$ cat src/rtl/divider8bit.sv
// divider8bit -- sequential unsigned restoring divider, one quotient bit
// per clock. It shares the S/F start/finish handshake with the
// repeated-addition multiplier.
//
// Ports:
//   CLK   clock, rising edge
//   RESET asynchronous, active-high reset
//   S     start request, sampled only in IDLE
//   IN1   dividend (unsigned, WIDTH bits)
//   IN2   divisor  (unsigned, WIDTH bits)
//   F     one-cycle finish pulse, high while results have just updated
//   Q     quotient, registered, held until the next completion
//   R     remainder, registered, held until the next completion
//   DZ    divide-by-zero flag of the last completed operation
//   BUSY  high from the accept edge until the completion edge
//
// Timing: accept edge t0, WIDTH DIVIDE edges, one DONE edge. F is then
// high for one cycle. A zero divisor skips DIVIDE, so F follows t1.
module divider8bit #(
  parameter int WIDTH = 8
) (
  input  logic             CLK,
  input  logic             RESET,
  input  logic             S,
  input  logic [WIDTH-1:0] IN1,
  input  logic [WIDTH-1:0] IN2,
  output logic             F,
  output logic [WIDTH-1:0] Q,
  output logic [WIDTH-1:0] R,
  output logic             DZ,
  output logic             BUSY
);

  localparam int CW = (WIDTH > 2) ? $clog2(WIDTH) : 1;

  typedef enum logic [1:0] {IDLE, DIVIDE, DONE} state_t;

  state_t           state, state_nxt;
  logic [WIDTH-1:0] a;        // dividend shifting out, quotient shifting in
  logic [WIDTH-1:0] b;        // captured divisor
  logic [WIDTH:0]   p;        // partial remainder
  logic [CW-1:0]    cnt;

  logic [WIDTH:0]   sh;
  logic             ge;
  logic             last;

  // The partial remainder is always below the divisor, so its top bit
  // never feeds the next shift.
  logic unused_p_msb;
  assign unused_p_msb = p[WIDTH];

  assign sh   = {p[WIDTH-1:0], a[WIDTH-1]};
  assign ge   = (sh >= {1'b0, b});
  assign last = (cnt == CW'(WIDTH - 1));

  always_ff @(posedge CLK or posedge RESET) begin
    if (RESET) state <= IDLE;
    else       state <= state_nxt;
  end

  always_comb begin
    state_nxt = state;
    case (state)
      IDLE:    if (S) state_nxt = (IN2 != '0) ? DIVIDE : DONE;
      DIVIDE:  if (last) state_nxt = DONE;
      DONE:    state_nxt = IDLE;
      default: state_nxt = IDLE;
    endcase
  end

  always_ff @(posedge CLK or posedge RESET) begin
    if (RESET) begin
      a    <= '0;
      b    <= '0;
      p    <= '0;
      cnt  <= '0;
      F    <= 1'b0;
      Q    <= '0;
      R    <= '0;
      DZ   <= 1'b0;
      BUSY <= 1'b0;
    end else begin
      case (state)
        IDLE: begin
          F <= 1'b0;
          if (S) begin
            a    <= IN1;
            b    <= IN2;
            p    <= '0;
            cnt  <= '0;
            BUSY <= 1'b1;
          end
        end
        DIVIDE: begin
          p   <= ge ? (sh - {1'b0, b}) : sh;
          a   <= {a[WIDTH-2:0], ge};
          cnt <= cnt + 1'b1;
        end
        DONE: begin
          if (b != '0) begin
            Q  <= a;
            R  <= p[WIDTH-1:0];
            DZ <= 1'b0;
          end else begin
            // DIVIDE was skipped, so a still holds the captured dividend.
            Q  <= '1;
            R  <= a;
            DZ <= 1'b1;
          end
          F    <= 1'b1;
          BUSY <= 1'b0;
        end
        default: ;
      endcase
    end
  end

endmodule

$ cat config.mk
export PLATFORM = sky130hd
export DESIGN_NAME = divider8bit
export DESIGN_NICKNAME = d
export VERILOG_FILES = /design/src/rtl/divider8bit.sv
export SDC_FILE = /design/constraint.sdc
export NUM_CORES = 1
export LEC_CHECK = 0
export ABC_AREA = 1
export BUFFER_PORTS_ARGS = -buffer_cell sky130_fd_sc_hd__buf_2
export CAP_MARGIN = 40
export CORE_UTILIZATION = 27
export DETAILED_ROUTE_END_ITERATION = 16
export SETUP_SLACK_MARGIN = 0.2
export SYNTH_ARGS = -nofsm -noshare
export SYNTH_HDL_FRONTEND = slang
export SYNTH_SLANG_ARGS = --single-unit
$ cat constraint.sdc
create_clock -name CLK -period 3.05 [get_ports CLK]
set_clock_uncertainty 0.15 [all_clocks]
set_input_delay 0.7625 -clock CLK [delete_from_list [all_inputs] [get_ports CLK]]
set_output_delay 0.7625 -clock CLK [all_outputs]
set_load 0.05 [all_outputs]
After elaboration in Yosys (flattened, before gate mapping) --
Cells that the tools add are included.
Storage, ports and cells: flip-flop bits (word level) 48, input port bits 19
Operators by class: $add $sub $neg 2, magnitude comparators 1, equal/unequal tests 5, muxes and demuxes 17, reductions and logical operators 9
Operators with widths (count):
- 8-bit 2-to-1 mux | 5
- 8-bit one-hot mux with 2 select lines | 2
- 8-bit nonzero test | 2
- 9-bit by 8-bit >= comparator with 1-bit output | 1
- 2-bit AND reduction | 4
- 8-bit subtractor | 1
- 2-bit 2-to-1 mux | 3
- 3-bit one-hot mux with 2 select lines | 1
- 2-bit != test, second input constant | 2
- 1-bit one-hot mux with 2 select lines | 2
- 2-bit one-hot mux with 2 select lines | 1
- 2-bit nonzero test | 2
- 3-bit by 1-bit adder with 3-bit output, second input constant | 1
- 3-bit equality test, second input constant | 1
- 3-bit 2-to-1 mux | 1
- 2-bit by 1-bit equality test with 1-bit output, second input constant | 1
- 2-bit equality test, second input constant | 1
- 2-bit logical NOT | 1
- 1-bit 2-to-1 mux | 2

Logic depth before layout (Yosys ltp) --
word-level depth 4, gate-level depth with buffers 12, depth with buffers taken out 12

Worst setup path before layout --
Ideal clock, no wire load.
path kind input port to flip-flop, start point input S, end point register cnt[2], arrival time 1.547 ns, required time 2.779 ns, slack 1.232 ns, stages 6, path buffers 2, path through buf_2 nand3_2 nand2_1 inv_1 buf_2 a22o_1
Between the ends: longest elaborated chain between the ends 2
RTL lines:
- start, declared | line 24 | input logic S,
- 2-bit != test (no source line)
- 2-bit AND reduction (no source line)
- end signal, assigned | line 98 | cnt <= cnt + 1'b1;
- end, declared | line 42 | logic [CW-1:0] cnt;
No other way between the ends. A chain may end at the register's enable or synchronous reset.

Worst setup path after layout --
start point input S, end point register cnt[1]
Same word-level chain as after synthesis.

==> run_results.csv <==
group,metric,value,unit
status,status,"complete, no violations",
floorplanning,die_area,10300,sq um
detailed_routing,wire_per_inst,12.9,microns
yosys,synth_seq_cells,48,
cells_and_area,syn_to_final_growth,16.0,%
setup_path,cp_data_arrival_time,2.15,ns
clocking,clock_latency,0.31,ns
global_routing,grt_use_total,14.0,%
sta,fin_setup_tns,0,ns
yosys,yosys.area.top_type_share,45.1,%
yosys,ys_top_cells_by_area,"dfrtp_1 45%, nand2_1 13%, o21ai_0 5.8%",
global_routing,antenna_found_initial,0,
yosys,synthesis.area,2670,sq um
global_routing,grt_max_degree,32,
setup_path,start_kind,"primary input",
clocking,cts_resized,0,
clocking,htree_num_levels,2,
yosys,syn_avg_cell_area,8.03,sq um
clocking,cts_buffers,5,
global_routing,grt_pass1_vias,2321,
floorplanning,row_count,35,
sta,setup-violations-final,0,
detailed_routing,ant_nets,0,
clocking,tritoncts,"done",
cells_and_area,final_cell_mix,"89 x nand2_1, 48 x dfrtp_1, 40 x inv_1, 37 x buf_2, 31 x o21ai_0",
sta,worst-slew-pin-transition,0.683,ns
place,place_hpwl,4860,microns
setup_path,r2r_cells,10,
cells_and_area,drive_above_1_share,20.1,%
floorplanning,io_pins,38,
cells_and_area,diodes,0,
detailed_routing,drt_iter0_drc,127,
yosys,synth_cell_types,34,
detailed_routing,vias,2286,
setup_path,worst_r2r_endpoint,"p[4]$_DFFE_PP0P_",
clocking,clock_path_buffers,2,
floorplanning,die_w,101,microns
floorplanning,core_area,9420,sq um
sta,finalCriticalPeriod,2.10,ns
sta,period_share,68.9,%
setup_path,reg2reg_from,"a[7]$_DFFE_PP0P_",
job,drv_cap,0,
cells_and_area,postLayoutCoreUtil,32.8,%
setup_path,r2r_setup_slack,0.98,ns
setup_path,crit_required,3.10,ns
hold_path,holdPathStages,2,
setup_path,crit_chain,"buf_2 -> nand3_2 -> nand2_1 -> inv_1 -> a22o_1",
detailed_routing,vias_per_cell,4.59,
yosys,synthesis.instances,332,
clocking,cts-root-buf,"clkbuf_8",
hold_path,whs_endpoint,"Q[0]$_DFFE_PP0P_",
sta,fmax,0.476,GHz
global_routing,grt_pass1_wl,11100,microns
hold_path,hold_path.class,"reg -> reg",
yosys,yosys_warnings,0,
sta,finalHoldViolCount,0,
setup_path,endpoint_kind,"register",
detailed_routing,routed_wl,6430,microns
detailed_routing,dr.pass1.iters,4,
global_routing,grt_overflow_total,0,
setup_path,path_class,"in -> reg",
sta,rsz0062_at_grt,"false",
detailed_routing,drc,0,
cells_and_area,nFillCells,981,
setup_path,critPathMaxFanout,19,
clocking,cts_sinks,48,
sta,max-slew-margin-rel,54.4,%
hold_path,holdCritStartpoint,"Q[0]$_DFFE_PP0P_",
place,port_buffers,37,
floorplanning,chipHeight,101,microns
cells_and_area,final_common_cell,"nand2_1",
clocking,path_clk_slew,0.09,ns
yosys,ys_seq_area_share,45.1,%
yosys,synth_nets,362,
clocking,cts_setup_buffers,0,
cells_and_area,layout.nets,398,
floorplanning,initial_core_util,28.3,%
yosys,synth_top_area_cell,"dfrtp_1",
setup_path,slowest_delay,0.40,ns
place,gp_congestion,0.865,
sta,slew_violations,0,
clocking,hold_buffers,0,
setup_path,slowest_stage,"nand2_1",
sequential cells by signal, summed over array words and instances (netlist names):
signal,count
Q,8
R,8
a,8
b,8
p,8
cnt,3
state,2
BUSY,1
DZ,1
F,1
worst max path at each step:
| stage | endpoint | from | slack, ns | depth (start not counted) |
|---|---|---|---|---|
| global placement | cnt[1]$_DFFE_PP0P_ | S | 0.69 | 5 |
| floorplan | BUSY$_DFFE_PP0P_ | RESET | 0.99 | 1 |
| detailed placement | cnt[1]$_DFFE_PP0P_ | S | 0.63 | 5 |
| finish | cnt[1]$_DFFE_PP0P_ | S | 0.95 | 5 |
| CTS | p[4]$_DFFE_PP0P_ | a[7]$_DFFE_PP0P_ | 0.95 | 10 |
| global route | p[4]$_DFFE_PP0P_ | a[7]$_DFFE_PP0P_ | 0.75 | 10 |
final cells by class:
| class | instances | area, sq um | area share, % |
|---|---|---|---|
| multi-input combinational | 229 | 1230 | 39.9 |
| sequential | 48 | 1200 | 38.9 |
| timing repair buffer | 40 | 208 | 6.72 |
| inverter | 44 | 165 | 5.34 |
| tap | 129 | 161 | 5.22 |
| clock buffer | 6 | 82.6 | 2.67 |
| clock inverter | 2 | 38.8 | 1.25 |
cells in the mapped netlist:
cell / count
nand3_2: 10
buf_4: 2
a21oi_2: 1
o221a_2: 1
buf_2: 5
xor2_1: 2
a31oi_1: 7
o21ai_1: 2
nand3_1: 15
dfrtp_1: 48
nand3b_1: 1
nand3_4: 1
nor2_2: 3
ha_1: 10
nand2_1: 89
nor2_1: 28
fa_1: 1
a22o_1: 2
a21oi_1: 4
clkbuf_1: 2
buf_6: 1
or2_0: 1
inv_2: 3
nand4_1: 5
nor2_4: 1
o22ai_1: 8
xnor2_1: 1
and2_4: 1
o21ai_0: 31
clkbuf_2: 1
nand4_2: 1
nand2_2: 2
or2_2: 1
inv_1: 41
layer usage:
metal,global-route usage (%),wire (microns)
met1,17.7,2940
met2,23.7,3120
met3,2.90,250
met4,4.91,123
met5,0,0
worst max-delay path, delay by kind of cell:
| family | cells | cell delay [ns] |
|---|---|---|
| AOI/OAI and AO/OA | 1 | 0.23 |
| buffers and inverters | 2 | 0.41 |
| and+or+nand+nor | 2 | 0.73 |
logic make-up after synthesis:
group / count (synthesis) / synth area share [%]
buf+inv: 55 / 8.59
xor+xnor: 3 / 0.986
compound gates: 56 / 11.9
fa+ha+maj: 11 / 5.45
flops: 48 / 45.1
simple gates: 159 / 28.0
through the flow:
| stage | cells | hold slack, ns | instance area (sq um) | worst slack, ns |
|---|---|---|---|---|
| after global routing | 498 | 0.355 | 3090 | 0.750 |
| final | 498 | 0.332 | 3090 | 0.950 |
| after global placement | 490 | 0.308 | 2970 | 0.695 |
| after CTS | 498 | 0.334 | 3090 | 0.953 |
| after floorplan | 332 | 0.300 | 2670 | 0.993 |
| after detailed placement | 490 | 0.311 | 2970 | 0.633 |
Power is left out: the tool's default activity adds up to more than one toggle a clock period on the data nets, which glitch-free logic cannot reach.
